## config.mk

```make
export PLATFORM = sky130hd
export DESIGN_NAME = cpu_fetch_queue
export DESIGN_NICKNAME = d
export VERILOG_FILES = /design/src/rtl/cpu_fetch_queue.sv
export SDC_FILE = /design/constraint.sdc
export NUM_CORES = 1
export LEC_CHECK = 0
export ABC_AREA = 1
export CAP_MARGIN = 20
export CORE_MARGIN = 1
export CORE_UTILIZATION = 40
export CTS_BUF_LIST = sky130_fd_sc_hd__clkbuf_2
export CTS_CLUSTER_SIZE = 28
export DETAILED_ROUTE_END_ITERATION = 6
export PLACE_DENSITY = 0.65
export SYNTH_ARGS = -nofsm -noshare
export SYNTH_HDL_FRONTEND = slang
export SYNTH_SLANG_ARGS = --single-unit
```

## constraint.sdc

```tcl
create_clock -name clk -period 4.9 [get_ports clk]
set_input_delay 1.47 -clock clk [delete_from_list [all_inputs] [get_ports clk]]
set_output_delay 1.47 -clock clk [all_outputs]
set_load 0.05 [all_outputs]
```

## src/rtl/cpu_fetch_queue.sv

```systemverilog
// Instruction fetch unit with a small in-order queue between memory and decode.
// Issues sequential fetches, buffers {pc, instr} pairs, and flushes on redirect.
module cpu_fetch_queue #(
  parameter int              XLEN        = 64,
  parameter int              DEPTH       = 4,
  parameter int              INSTR_BYTES = 4,
  parameter logic [XLEN-1:0] RESET_PC    = '0
) (
  input  logic                       clk,
  input  logic                       reset_n,
  output logic [XLEN-1:0]            instr_address_out,
  output logic                       instr_read_out,
  input  logic [XLEN-1:0]            instr_read_value_in,
  input  logic                       instr_ready_in,
  input  logic                       branch_mispredicted_in,
  input  logic [XLEN-1:0]            branch_pc_in,
  input  logic                       halt_in,
  input  logic                       deq_ready_in,
  output logic                       valid_out,
  output logic [XLEN-1:0]            pc_out,
  output logic [XLEN-1:0]            instr_out,
  output logic [$clog2(DEPTH+1)-1:0] count_out
);

  localparam int PW = $clog2(DEPTH);
  localparam int CW = $clog2(DEPTH + 1);

  typedef enum logic [0:0] {
    RUN    = 1'b0,
    HALTED = 1'b1
  } state_t;

  state_t            state_r;
  state_t            state_nxt_s;
  logic [XLEN-1:0]   fetch_pc_r;
  logic [PW-1:0]     head_r;
  logic [PW-1:0]     tail_r;
  logic [CW-1:0]     count_r;
  logic [XLEN-1:0]   pc_mem_r    [DEPTH];
  logic [XLEN-1:0]   instr_mem_r [DEPTH];
  logic              full_s;
  logic              empty_s;
  logic              enq_s;
  logic              deq_s;

  // Fetch request and handshake qualification.
  always_comb begin
    full_s         = (count_r == CW'(DEPTH));
    empty_s        = (count_r == {CW{1'b0}});
    instr_read_out = reset_n & (state_r == RUN) & ~full_s
                     & ~branch_mispredicted_in & ~halt_in;
    enq_s          = instr_read_out & instr_ready_in;
    // A redirect discards the whole queue, so a same-cycle pop is meaningless.
    deq_s          = ~empty_s & deq_ready_in & ~branch_mispredicted_in;
  end

  // RUN/HALTED next-state logic; redirects never move the state.
  always_comb begin
    state_nxt_s = state_r;
    case (state_r)
      RUN: begin
        if (halt_in && !enq_s) begin
          state_nxt_s = HALTED;
        end else begin
          state_nxt_s = RUN;
        end
      end
      HALTED: begin
        if (!halt_in) begin
          state_nxt_s = RUN;
        end else begin
          state_nxt_s = HALTED;
        end
      end
      default: state_nxt_s = RUN;
    endcase
  end

  // State register.
  always_ff @(posedge clk or negedge reset_n) begin
    if (!reset_n) begin
      state_r <= RUN;
    end else begin
      state_r <= state_nxt_s;
    end
  end

  // Fetch PC, pointers and occupancy; redirect takes priority over everything.
  always_ff @(posedge clk or negedge reset_n) begin
    if (!reset_n) begin
      fetch_pc_r <= RESET_PC;
      head_r     <= {PW{1'b0}};
      tail_r     <= {PW{1'b0}};
      count_r    <= {CW{1'b0}};
    end else if (branch_mispredicted_in) begin
      fetch_pc_r <= branch_pc_in;
      head_r     <= {PW{1'b0}};
      tail_r     <= {PW{1'b0}};
      count_r    <= {CW{1'b0}};
    end else begin
      if (enq_s) begin
        fetch_pc_r <= fetch_pc_r + XLEN'(INSTR_BYTES);
        tail_r     <= tail_r + PW'(1);
      end
      if (deq_s) begin
        head_r <= head_r + PW'(1);
      end
      case ({enq_s, deq_s})
        2'b10:   count_r <= count_r + CW'(1);
        2'b01:   count_r <= count_r - CW'(1);
        default: count_r <= count_r;
      endcase
    end
  end

  // Entry storage, written at the tail on each accepted fetch.
  always_ff @(posedge clk or negedge reset_n) begin
    if (!reset_n) begin
      for (int i = 0; i < DEPTH; i++) begin
        pc_mem_r[i]    <= {XLEN{1'b0}};
        instr_mem_r[i] <= {XLEN{1'b0}};
      end
    end else if (enq_s) begin
      pc_mem_r[tail_r]    <= fetch_pc_r;
      instr_mem_r[tail_r] <= instr_read_value_in;
    end
  end

  assign instr_address_out = fetch_pc_r;
  assign valid_out         = ~empty_s;
  assign pc_out            = pc_mem_r[head_r];
  assign instr_out         = instr_mem_r[head_r];
  assign count_out         = count_r;

endmodule
```

==> flow_metrics.env <==
export IMPL_route_detailed_drc=0
export IMPL_r2r_start="count_out[0]"
export IMPL_drt_initial_drc_count=2030
export IMPL_synth_area_sq_mm=0.02730
export IMPL_place_congestion=0.9526
export IMPL_via_count=24150
export IMPL_power_share_combinational_pct=24.2
export IMPL_max_freq_ghz=0.2100
export IMPL_grt_pass1_wl_mm=133.7
export IMPL_p_leak_uw=0.01543
export IMPL_nets=3793
export IMPL_holdWs_ns=0.4844
export IMPL_switching_share_pct=36.68
export IMPL_dp_cells=4362
export IMPL_finalHoldViolCount=0
export IMPL_p_int_uw=7565
export IMPL_final_antenna_net_count=0
export IMPL_grt_antenna_before_repair=4
export IMPL_utilization_pct=48.07
export IMPL_portBuffers=330
export IMPL_synth_area_per_cell_sq_um=8.182
export IMPL_cts_clk_slew_worst_paths_ns=0.09
export IMPL_synthesis_nets=3477
export IMPL_cp_max_fo=63
export IMPL_insertion_delay_ns=1.34
export IMPL_start_util_pct=40.51
export IMPL_clk_path_buf_depth=3
export IMPL_design_area_sq_mm=0.03240
export IMPL_p_sw_uw=4382
export IMPL_rows=95
export IMPL_core_area_sq_mm=0.06740
export IMPL_status="finished, final reports clean"
export IMPL_cts_buffers=157
export IMPL_drt_pass1_iter_count=6
export IMPL_drive_gt1_share_pct=10.95
export IMPL_synthCells=3337
export IMPL_synth_area_leader_cell="dfrtp_1"
export IMPL_maxSlewHeadroom_pct=37.61
export IMPL_place_area_sq_mm=0.03076
export IMPL_cts_sinks=584
export IMPL_worstSetupStartpointType="flip-flop"
export IMPL_finClkSkew_ns=0.1000
export IMPL_vias_per_cell=5.202
export IMPL_fillers=6665
export IMPL_ys_ff_latch=584
export IMPL_rrSetupSlack_ns=2.51
export IMPL_fin_cells=4642
export IMPL_die_height_um=263.3
export IMPL_route_detailed_wl_per_inst_um=18.42
export IMPL_yosysUniqueCellTypes=33
export IMPL_min_period_ns=4.762
export IMPL_netlist_top_cells_area="dfrtp_1 (54%), o21ai_0 (13%), nand2_1 (12%), nor2_1 (5.3%), o22ai_1 (2.9%)"
export IMPL_p_per_area_mw_per_mm2=368.8
export IMPL_pwr_share_clk_pct=30.1
export IMPL_cap_viol_max_count=0
export IMPL_cp_arrival_ns=3.29
export IMPL_grt_max_degree=155
export IMPL_peakVddDrop_uv=174.3
export IMPL_rsz0062_at_grt="true"
export IMPL_cts_max_level=4
export IMPL_synth_warnings=0
export IMPL_finalCritPeriodShare_pct=97.18
export IMPL_die_area_sq_mm=0.06931
export IMPL_clock_tree_root_cell="clkbuf_2"
export IMPL_hold_path_startpoint="instr_mem_r[167]"
export IMPL_min_path_type="reg -> reg"
export IMPL_synth_top_area_share_pct=53.53
export IMPL_area_delta_synth_final_pct=18.67
export IMPL_seq_power_share_pct=45.7
export IMPL_crit_required_ns=3.43
export IMPL_grt_pass1_vias=23240
export IMPL_wirelength_mm=85.51
export IMPL_cts_tree="built"
export IMPL_drv_slew=0
export IMPL_overflow=0
export IMPL_tightest_slew_ns=0.9358
export IMPL_ioPinCount=331
export IMPL_startpoint="head_r[0]"
export IMPL_dp_hpwl_mm=54.23
export IMPL_die_x_um=263.3
export IMPL_grt_usage_pct=24.78
export IMPL_synth_seq_area_share_pct=53.53
export IMPL_setup_viol=0
export IMPL_critPathCaptureType="primary output"
export IMPL_worstSetupPathType="reg -> out"
## sequential cells by signal (all words and copies together) (netlist names)
name               count
state_r                1
instr_mem_r          256
head_r                 2
pc_mem_r             256
count_out              3
tail_r                 2
instr_address_out     64
## logic make-up (layout without fill, tap and decap cells)
family / Yosys count / count (layout) / share of synthesized area, %
AOI/OAI and AO/OA: 974 / 974 / 18.65
xor gates and xnor gates: 25 / 25 / 0.8020
adders and majority gates: 6 / 6 / 0.3025
buffers and inverters: 398 / 824 / 7.438
DFF: 584 / 584 / 53.53
other: 0 / 6 / 0
and+or+nand+nor: 1350 / 1350 / 19.28
## cell usage in the layout (no fill, tap or decap), types with 7 or more instances in the layout
| master | Yosys | final |
|---|---|---|
| a21oi_1 | 7 | 7 |
| nand3_1 | 53 | 53 |
| o21ai_1 | 115 | 115 |
| inv_1 | 177 | 175 |
| nand4_1 | 11 | 11 |
| dfrtp_1 | 584 | 582 |
| clkinv_1 | 0 | 25 |
| xor2_1 | 23 | 23 |
| nor2_1 | 389 | 389 |
| dlygate4sd2_1 | 0 | 24 |
| o22ai_1 | 128 | 126 |
| buf_4 | 7 | 103 |
| clkdlybuf4s15_2 | 0 | 13 |
| nand2_1 | 879 | 879 |
| o211ai_1 | 10 | 10 |
| clkdlybuf4s15_1 | 0 | 7 |
| clkbuf_2 | 0 | 230 |
| buf_12 | 0 | 19 |
| clkdlybuf4s50_1 | 0 | 199 |
| o21ai_0 | 703 | 703 |
## cells in the mapped netlist, drive strengths merged
cell type  instances
o221ai             4
nor3               2
clkinv             1
a31oi              1
o21bai             6
xor2              23
inv              179
dfrtp            584
buf              133
nand3             55
o211ai            10
nand4             11
nand3b             2
xnor2              2
fa                 1
ha                 5
clkbuf            85
o22ai            128
nor2             396
nand2            884
o21ai            818
a21oi              7
## layer usage
layer / part of all wire, % / track usage (%) / wire, um / up-vias
met3: 6.4 / 5.285 / 5452 / 149
li1: - / - / - / 11690
met2: 47 / 40.03 / 40340 / 834
met4: 2.6 / 9.278 / 2204 / 0
met1: 44 / 32.70 / 37510 / 11470
met5: 0 / 0 / 0 / -
## per-stage QoR
step / TNS (ns) / setup slack [ns] / power [uW]
global route: -0.01573 / -0.01265 / 12580
global placement: 0 / 0.9857 / 8473
CTS: 0 / 0.002143 / 12110
floorplan: 0 / 1.292 / 7321
finish: 0 / 0.1382 / 11950
detailed placement: 0 / 0.9826 / 8491
## worst paths after layout
check	endpoint	depth (start not counted)
setup / recovery	pc_out[35]	5
hold / removal	instr_mem_r[167]	2
setup reg to reg	instr_mem_r[191]	8
hold reg to reg	instr_mem_r[167]	2
max in group asynchronous	instr_mem_r[244]	4
min in group asynchronous	pc_mem_r[132]	2
## repair_timing
item,4_1_cts,5_1_grt
endpoints found under the setup margin,127,37
hold endpoints to repair,34,0
buffers inserted,3,0
gates resized for setup,87,6
cloned,2,0
hold buffers,1,0
## power by group through the flow
stage / registers [uW] / logic, uW / clock network [uW]
3_3_place_gp: 5540 / 2930 / 0
2_1_floorplan: 5640 / 1680 / 0
4_1_cts: 5450 / 2920 / 3740
3_5_place_dp: 5540 / 2950 / 0
5_1_grt: 5500 / 3080 / 3990
6_report: 5460 / 2890 / 3600
## worst max-delay path, cell delays in order, from the launching register on
cell and delay [ns]:
dfrtp_4 0.56, buf_12 0.28, buf_16 0.29, o21ai_0 0.14
o22ai_1 0.29, buf_4 0.26
## layout make-up
class / count / area (sq um) / area share, %
well taps: 873 / 1092 / 3.371
inverters: 180 / 715.7 / 2.209
clock buffers: 230 / 1151 / 3.553
diodes: 6 / 15.01 / 0.04634
flip-flops and latches: 584 / 14620 / 45.13
repair buffers: 375 / 3789 / 11.69
multi-input cells: 2355 / 10710 / 33.04
clock inverters: 39 / 309.0 / 0.9539
Note: power is estimated with default switching activity, not from simulation.
